## src/rtl/coco_kbd_matrix.sv

```systemverilog
// coco_kbd_matrix
// Keyboard matrix for a CoCo-style PIA scan. PS/2 events are mapped to a
// ROWS x COLS pressed-key plane through an external lookup port. A FIFO-fed
// injector presses and releases matrix positions on its own with a fixed
// hold/gap cadence. The PIA side sees active-low row sense lines for the
// active-low column strobe, combinationally.

module coco_kbd_matrix #(
    parameter int ROWS        = 7,
    parameter int COLS        = 8,
    parameter int FIFO_DEPTH  = 16,
    parameter int HOLD_CYCLES = 60000,
    parameter int GAP_CYCLES  = 60000,
    parameter int SHIFT_ROW   = 6,
    parameter int SHIFT_COL   = 7,
    localparam int ROW_W      = $clog2(ROWS),
    localparam int COL_W      = $clog2(COLS),
    localparam int POS_W      = ROW_W + COL_W
) (
    input  logic             clk_sys,
    input  logic             reset,
    input  logic [10:0]      ps2_key,
    output logic [8:0]       map_code,
    input  logic             map_hit,
    input  logic [POS_W-1:0] map_pos,
    input  logic [COLS-1:0]  col_strobe,
    output logic [ROWS-1:0]  kb_rows,
    input  logic             inj_valid,
    output logic             inj_ready,
    input  logic [POS_W-1:0] inj_pos,
    input  logic             inj_shift,
    input  logic             kb_clear,
    output logic             inj_busy,
    output logic [11:1]      Fn,
    output logic [2:0]       modif
);

    // Counter sized for the longer of the two phases
    localparam int CNT_MAX = (HOLD_CYCLES > GAP_CYCLES) ? HOLD_CYCLES : GAP_CYCLES;
    localparam int CNT_W   = $clog2(CNT_MAX + 1);
    localparam logic [CNT_W-1:0] HOLD_LOAD = CNT_W'(HOLD_CYCLES - 1);
    localparam logic [CNT_W-1:0] GAP_LOAD  = CNT_W'(GAP_CYCLES - 1);

    // FIFO geometry: pointers wrap naturally because depth is a power of two
    localparam int AW = $clog2(FIFO_DEPTH);
    localparam int FW = AW + 1;
    localparam logic [FW-1:0] FIFO_FULL = FW'(FIFO_DEPTH);

    typedef enum logic [1:0] {
        IDLE  = 2'd0,
        PRESS = 2'd1,
        GAP   = 2'd2
    } inj_state_t;

    // ------------------------------------------------------------------
    // PS/2 event capture
    // ------------------------------------------------------------------
    logic       toggle_prev_reg;
    logic [8:0] code_reg;
    logic       press_reg;
    logic       evt_pending_reg;
    logic       evt_detect;

    assign evt_detect = ps2_key[10] ^ toggle_prev_reg;

    // Edge detector on the toggle bit; reset tracks the current level so a
    // stale toggle never looks like a fresh event
    always_ff @(posedge clk_sys) begin
        toggle_prev_reg <= ps2_key[10];
    end

    // Latch the event payload one cycle after the toggle edge
    always_ff @(posedge clk_sys) begin
        if (reset) begin
            code_reg        <= '0;
            press_reg       <= 1'b0;
            evt_pending_reg <= 1'b0;
        end else begin
            evt_pending_reg <= evt_detect;
            if (evt_detect) begin
                code_reg  <= {ps2_key[8], ps2_key[7:0]};
                press_reg <= ps2_key[9];
            end
        end
    end

    assign map_code = code_reg;

    // ------------------------------------------------------------------
    // Physical key plane
    // ------------------------------------------------------------------
    logic [ROWS-1:0][COLS-1:0] phys_reg;
    logic [ROW_W-1:0]          map_row;
    logic [COL_W-1:0]          map_col;
    logic                      map_in_range;

    assign map_row      = map_pos[POS_W-1:COL_W];
    assign map_col      = map_pos[COL_W-1:0];
    assign map_in_range = (int'(map_row) < ROWS) && (int'(map_col) < COLS);

    // Apply the looked-up press/release; a clear pulse overrides any update
    always_ff @(posedge clk_sys) begin
        if (reset) begin
            phys_reg <= '0;
        end else if (kb_clear) begin
            phys_reg <= '0;
        end else if (evt_pending_reg && map_hit && map_in_range) begin
            phys_reg[map_row][map_col] <= press_reg;
        end
    end

    // ------------------------------------------------------------------
    // Function keys and modifiers, decoded straight from the scancode
    // ------------------------------------------------------------------
    logic [11:1] fn_reg;
    logic [2:0]  modif_reg;

    // Track held state of F1..F11 and ctrl/alt/right-shift; extended bit ignored
    always_ff @(posedge clk_sys) begin
        if (reset) begin
            fn_reg    <= '0;
            modif_reg <= '0;
        end else if (evt_pending_reg) begin
            case (code_reg[7:0])
                8'h05:   fn_reg[1]    <= press_reg;
                8'h06:   fn_reg[2]    <= press_reg;
                8'h04:   fn_reg[3]    <= press_reg;
                8'h0C:   fn_reg[4]    <= press_reg;
                8'h03:   fn_reg[5]    <= press_reg;
                8'h0B:   fn_reg[6]    <= press_reg;
                8'h83:   fn_reg[7]    <= press_reg;
                8'h0A:   fn_reg[8]    <= press_reg;
                8'h01:   fn_reg[9]    <= press_reg;
                8'h09:   fn_reg[10]   <= press_reg;
                8'h78:   fn_reg[11]   <= press_reg;
                8'h59:   modif_reg[0] <= press_reg;
                8'h11:   modif_reg[1] <= press_reg;
                8'h14:   modif_reg[2] <= press_reg;
                default: ;
            endcase
        end
    end

    assign Fn    = fn_reg;
    assign modif = modif_reg;

    // ------------------------------------------------------------------
    // Injection FIFO
    // ------------------------------------------------------------------
    logic [POS_W:0]  fifo_mem [FIFO_DEPTH];
    logic [AW-1:0]   wr_ptr_reg;
    logic [AW-1:0]   rd_ptr_reg;
    logic [AW-1:0]   rd_addr;
    logic [FW-1:0]   count_reg;
    logic [FW-1:0]   count_next;
    logic            ready_reg;
    logic [POS_W:0]  rd_data_reg;
    logic [POS_W:0]  wr_data;
    logic            push;
    logic            pop;

    assign push    = inj_valid && ready_reg;
    assign wr_data = {inj_shift, inj_pos};
    assign rd_addr = pop ? (rd_ptr_reg + AW'(1)) : rd_ptr_reg;

    // Occupancy bookkeeping; a push and pop together leave the count alone
    always_comb begin
        count_next = count_reg;
        case ({push, pop})
            2'b10:   count_next = count_reg + FW'(1);
            2'b01:   count_next = count_reg - FW'(1);
            default: count_next = count_reg;
        endcase
    end

    // Storage array, written on accepted pushes
    always_ff @(posedge clk_sys) begin
        if (push) begin
            fifo_mem[wr_ptr_reg] <= wr_data;
        end
    end

    // Registered head-of-queue read; bypass covers a write to the head slot
    always_ff @(posedge clk_sys) begin
        if (push && (wr_ptr_reg == rd_addr)) begin
            rd_data_reg <= wr_data;
        end else begin
            rd_data_reg <= fifo_mem[rd_addr];
        end
    end

    // Pointers, count and the registered ready flag
    always_ff @(posedge clk_sys) begin
        if (reset) begin
            wr_ptr_reg <= '0;
            rd_ptr_reg <= '0;
            count_reg  <= '0;
            ready_reg  <= 1'b1;
        end else begin
            if (push) begin
                wr_ptr_reg <= wr_ptr_reg + AW'(1);
            end
            if (pop) begin
                rd_ptr_reg <= rd_ptr_reg + AW'(1);
            end
            count_reg <= count_next;
            ready_reg <= (count_next != FIFO_FULL);
        end
    end

    assign inj_ready = ready_reg;

    // ------------------------------------------------------------------
    // Injector FSM and injected key plane
    // ------------------------------------------------------------------
    inj_state_t                state_reg;
    inj_state_t                state_next;
    logic [CNT_W-1:0]          cnt_reg;
    logic [CNT_W-1:0]          cnt_next;
    logic [ROWS-1:0][COLS-1:0] inj_reg;
    logic [ROWS-1:0][COLS-1:0] inj_next;
    logic [ROW_W-1:0]          head_row;
    logic [COL_W-1:0]          head_col;
    logic                      head_shift;
    logic                      head_in_range;

    assign head_shift    = rd_data_reg[POS_W];
    assign head_row      = rd_data_reg[POS_W-1:COL_W];
    assign head_col      = rd_data_reg[COL_W-1:0];
    assign head_in_range = (int'(head_row) < ROWS) && (int'(head_col) < COLS);

    // State, counter and injected-plane registers
    always_ff @(posedge clk_sys) begin
        if (reset) begin
            state_reg <= IDLE;
            cnt_reg   <= '0;
            inj_reg   <= '0;
        end else begin
            state_reg <= state_next;
            cnt_reg   <= cnt_next;
            inj_reg   <= inj_next;
        end
    end

    // Next state: pop and press in IDLE, hold for HOLD, release and wait GAP
    always_comb begin
        state_next = state_reg;
        cnt_next   = cnt_reg;
        inj_next   = inj_reg;
        pop        = 1'b0;
        case (state_reg)
            IDLE: begin
                if (count_reg != '0) begin
                    pop = 1'b1;
                    // An out-of-range entry is consumed without pressing anything
                    if (head_in_range) begin
                        inj_next[head_row][head_col] = 1'b1;
                        if (head_shift) begin
                            inj_next[SHIFT_ROW][SHIFT_COL] = 1'b1;
                        end
                    end
                    cnt_next   = HOLD_LOAD;
                    state_next = PRESS;
                end
            end
            PRESS: begin
                if (cnt_reg == '0) begin
                    inj_next   = '0;
                    cnt_next   = GAP_LOAD;
                    state_next = GAP;
                end else begin
                    cnt_next = cnt_reg - CNT_W'(1);
                end
            end
            GAP: begin
                if (cnt_reg == '0) begin
                    state_next = IDLE;
                end else begin
                    cnt_next = cnt_reg - CNT_W'(1);
                end
            end
            default: begin
                state_next = IDLE;
                inj_next   = '0;
            end
        endcase
    end

    assign inj_busy = (state_reg != IDLE) || (count_reg != '0);

    // ------------------------------------------------------------------
    // PIA scan: a row reads low when any selected column has a pressed key
    // ------------------------------------------------------------------
    logic [ROWS-1:0][COLS-1:0] pressed;

    assign pressed = phys_reg | inj_reg;

    for (genvar gi = 0; gi < ROWS; gi++) begin : g_row
        assign kb_rows[gi] = ~|(pressed[gi] & ~col_strobe);
    end

endmodule

```

## config.mk

```make
export PLATFORM = sky130hd
export DESIGN_NAME = coco_kbd_matrix
export DESIGN_NICKNAME = d
export VERILOG_FILES = /design/src/rtl/coco_kbd_matrix.sv
export SDC_FILE = /design/constraint.sdc
export NUM_CORES = 1
export LEC_CHECK = 0
export BUFFER_PORTS_ARGS = -buffer_cell sky130_fd_sc_hd__buf_2
export CORE_MARGIN = 2
export CORE_UTILIZATION = 44
export CTS_BUF_LIST = sky130_fd_sc_hd__clkbuf_16
export DETAILED_ROUTE_END_ITERATION = 6
export MAX_ROUTING_LAYER = met4
export PLACE_DENSITY = 0.6
export SYNTH_ARGS = -nofsm -noshare
export SYNTH_HDL_FRONTEND = slang
export SYNTH_SLANG_ARGS = --single-unit
```

## constraint.sdc

```tcl
create_clock -name clk_sys -period 9.4 [get_ports clk_sys]
set_clock_uncertainty 0.1 [all_clocks]
set_input_delay 0.94 -clock clk_sys [delete_from_list [all_inputs] [get_ports clk_sys]]
set_output_delay 0.94 -clock clk_sys [all_outputs]
set_load 0.02 [all_outputs]
```

==> qor.csv <==
stage,metric,value,unit
status,outcome,completed,
clock_network,clk sinks,286,
synthesis,gate count after technology mapping,1143,
routing,Remaining DRCs,0,
clock_network,CTS Buf Count,30,
clock_network,quantity of hold-fixing buffers added after cts,0,
timing,setup violators final,0,
synthesis,syn_nets,1193,
finish,count of antenna diodes in the layout,0,
clock_network,number of H-tree branching levels,1,
finish,number of flip-flops under the largest register name,112,
finish,Final Non-Filler Cells,1553,
clock_network,CTS tree,done,
routing,length of the first detailed-routing pass in iterations,5,
routing,vias after detailed routing,8733,
placed_design,total instance count after detailed placement,1497,
timing,Least-Margin Pin Slew,1.15,ns
clock_network,Clock Tree Buf Depth,3,
timing,Max transition margin,0.225,
finish,"commonest non-fill, non-tap cell in the layout",sky130_fd_sc_hd__nor2_1,
timing,count of final max-slew check failures,0,
timing,f_max,0.287,GHz
routing,count of routing violations after the opening detailed-route iteration,794,
worst_setup_path,maximum fanout along the worst path,28,
synthesis,number of library cell types mapped by synthesis,62,
power,cell leakage power,4.82,nW
clock_network,clock-pin slew on the worst setup and hold paths,0.06,ns
routing,Post-DRT Antenna Nets,0,
clock_network,CTS root buffer,sky130_fd_sc_hd__clkbuf_16,
global_route,global-route wire length before repair,45800,um
global_route,initial antenna violation count,0,
floorplanning,Initial Utilization,0.448,
synthesis,Syn Std Cell Area,0.0121,sq mm
timing,final-layout setup total negative slack,0,ns
hold_path,worst min-delay path class,flop to flop,
synthesis,async set-reset flop share out of synthesis,0,
synthesis,average cell area after synthesis,10.6,sq um
finish,fin nets,1238,
worst_setup_path,startpoint types,flop,
global_route,total routing resource utilization after global routing,0.208,
global_route,maximum number of pins on one net before global-route repair,72,
timing,final worst-path cycle share,0.371,
power,final total power,3.51,mW
hold_path,start point of the worst min-delay path,map_code[8],
floorplanning,chip height,170,um
floorplanning,IO Pins,69,
floorplanning,Core ar.,0.0270,sq mm
run,max-cap check violation count,0,
synthesis,count of flip-flops with a built-in enable after synthesis,112,
global_route,grt total ovfl,0,
power,power per cell area,259,mW/mm^2
worst_setup_path,CP Class,flop to flop,
synthesis,leading register cell type out of synthesis,sky130_fd_sc_hd__dfxtp_1,
synthesis,Synth Warn #,0,
floorplanning,width of the chip,170,um
routing,Final Routed Wirelength,29200,um
clock_network,Post-CTS Repair Setup Buffers,0,
worst_setup_path,type of element capturing the critical path,flop,
placed_design,Final Wtd Congestion,0.847,
power,IR Drop Worst-Case VDD,0.133,mV
floorplanning,Die Outline Area,0.0288,sq mm
clock_network,later-pin clock latency in the skew report,0.55,ns
timing,minimum clock period after layout,3.49,ns
synthesis,Yosys reg bits,286,
timing,Final Hold Vio Count,0,
routing,Via density,5.62,
clock_network,CTS resizes,0,
worst_setup_path,slack of the worst reg-to-reg path,5.91,ns
synthesis,sequential share of the synthesized area,0.567,
timing,final worst setup slack,5.91,ns
finish,fraction of layout cells with a size suffix above 1,0.130,
finish,area added between synthesis and finish,12.3,%
timing,unrepaired setup endpoints after global routing,false,
global_route,via count of the first global-routing pass,8249,
worst_setup_path,arrival time of the worst setup path,3.86,ns
placed_design,number of I/O port buffers,68,
placed_design,HPWL Detailed,19700,um
routing,routed length per placed instance,18.8,um
worst_setup_path,critical path data required time,9.77,ns
placed_design,post-placement worst setup slack,5.87,ns
floorplanning,number of standard-cell rows in the floorplan,60,
finish,"leading cell types in the layout, fill and taps excluded","sky130_fd_sc_hd__nor2_1, sky130_fd_sc_hd__dfxtp_1, sky130_fd_sc_hd__nand2_1",
## cell families (layout without fill, tap and decap cells)
kind of cell,count (synthesis),in the layout,share of synthesized area
mux,68,68,0.0904
compound gates,228,228,0.121
simple gates,455,455,0.169
xor+xnor,18,18,0.0131
fa+ha+maj,13,13,0.0135
flops,286,286,0.567
buf+inv,75,144,0.0258
## cell usage after synthesis (all sizes together), types with 4 or more instances
cell | instances | area share
nor2 | 187 | 0.059
dfxtp | 174 | 0.29
nand2 | 133 | 0.041
edfxtp | 112 | 0.28
a21oi | 65 | 0.027
o21ai | 62 | 0.026
clkbuf | 49 | 0.015
mux2i | 37 | 0.031
nor3 | 34 | 0.014
mux4 | 30 | 0.059
a22o | 29 | 0.021
nand3 | 19 | 0.0079
nand4 | 15 | 0.0078
o22ai | 15 | 0.0078
inv | 14 | 0.0044
o21a | 14 | 0.0087
ha | 13 | 0.013
buf | 12 | 0.0062
or2 | 10 | 0.0052
xnor2 | 10 | 0.0073
nor2b | 8 | 0.0041
o22a | 8 | 0.0058
xor2 | 8 | 0.0058
and2 | 7 | 0.0036
nand2b | 7 | 0.0036
nand3b | 7 | 0.0044
o221ai | 7 | 0.0051
nor3b | 6 | 0.0047
nor4 | 5 | 0.0026
a31oi | 4 | 0.0021
o221a | 4 | 0.0037
or3 | 4 | 0.0021
## metal layers
layer / up-vias / share of wire / GRT usage
li1: 4240 / - / -
met1: 4218 / 0.47 / 0.285
met2: 230 / 0.47 / 0.331
met3: 45 / 0.047 / 0.0271
met4: 0 / 0.019 / 0.0476
met5: - / 0 / -
## area by class of cell
class	instances	area [sq um]
Inverter	14	52.6
Tap cell	341	427
Fill cell	2438	13400
Clock buffer	31	776
Clock inverter	25	144
Timing Repair Buffer	74	385
Sequential cell	286	6850
Multi-Input combinational cell	782	4920
## through the flow
step / hold slack, ns / util / instance area, sq um
floorplan: 0.326 / - / 12100
global placement: 0.334 / 0.469 / 12600
detailed placement: 0.339 / 0.469 / 12600
CTS: 0.353 / 0.503 / 13600
global route: 0.368 / 0.503 / 13600
finish: 0.348 / 0.503 / 13600
## worst max-delay path, stage by stage (launching register included)
cell and delay (ns):
sky130_fd_sc_hd__dfxtp_2 0.96, sky130_fd_sc_hd__mux4_1 0.66, sky130_fd_sc_hd__a22oi_1 0.30, sky130_fd_sc_hd__nand3_1 0.15, sky130_fd_sc_hd__nand3b_1 0.59, sky130_fd_sc_hd__or2_2 0.50
sky130_fd_sc_hd__o21ai_0 0.14
## power by group
part           switching [mW]  total [mW]  internal, mW
registers               0.104        1.47          1.37
logic                   0.570       0.940         0.370
clock network           0.479        1.10         0.621
total                    1.15        3.51          2.36
## path summary, 6_finish.rpt
kind	endpoint	cells after the start
worst min register to register	map_code[8]	2
worst max-delay path	inj_reg[44]	6
worst min-delay path	map_code[8]	2
worst max register to register	inj_reg[44]	6
No activity file was read; power rests on OpenSTA's default activity.
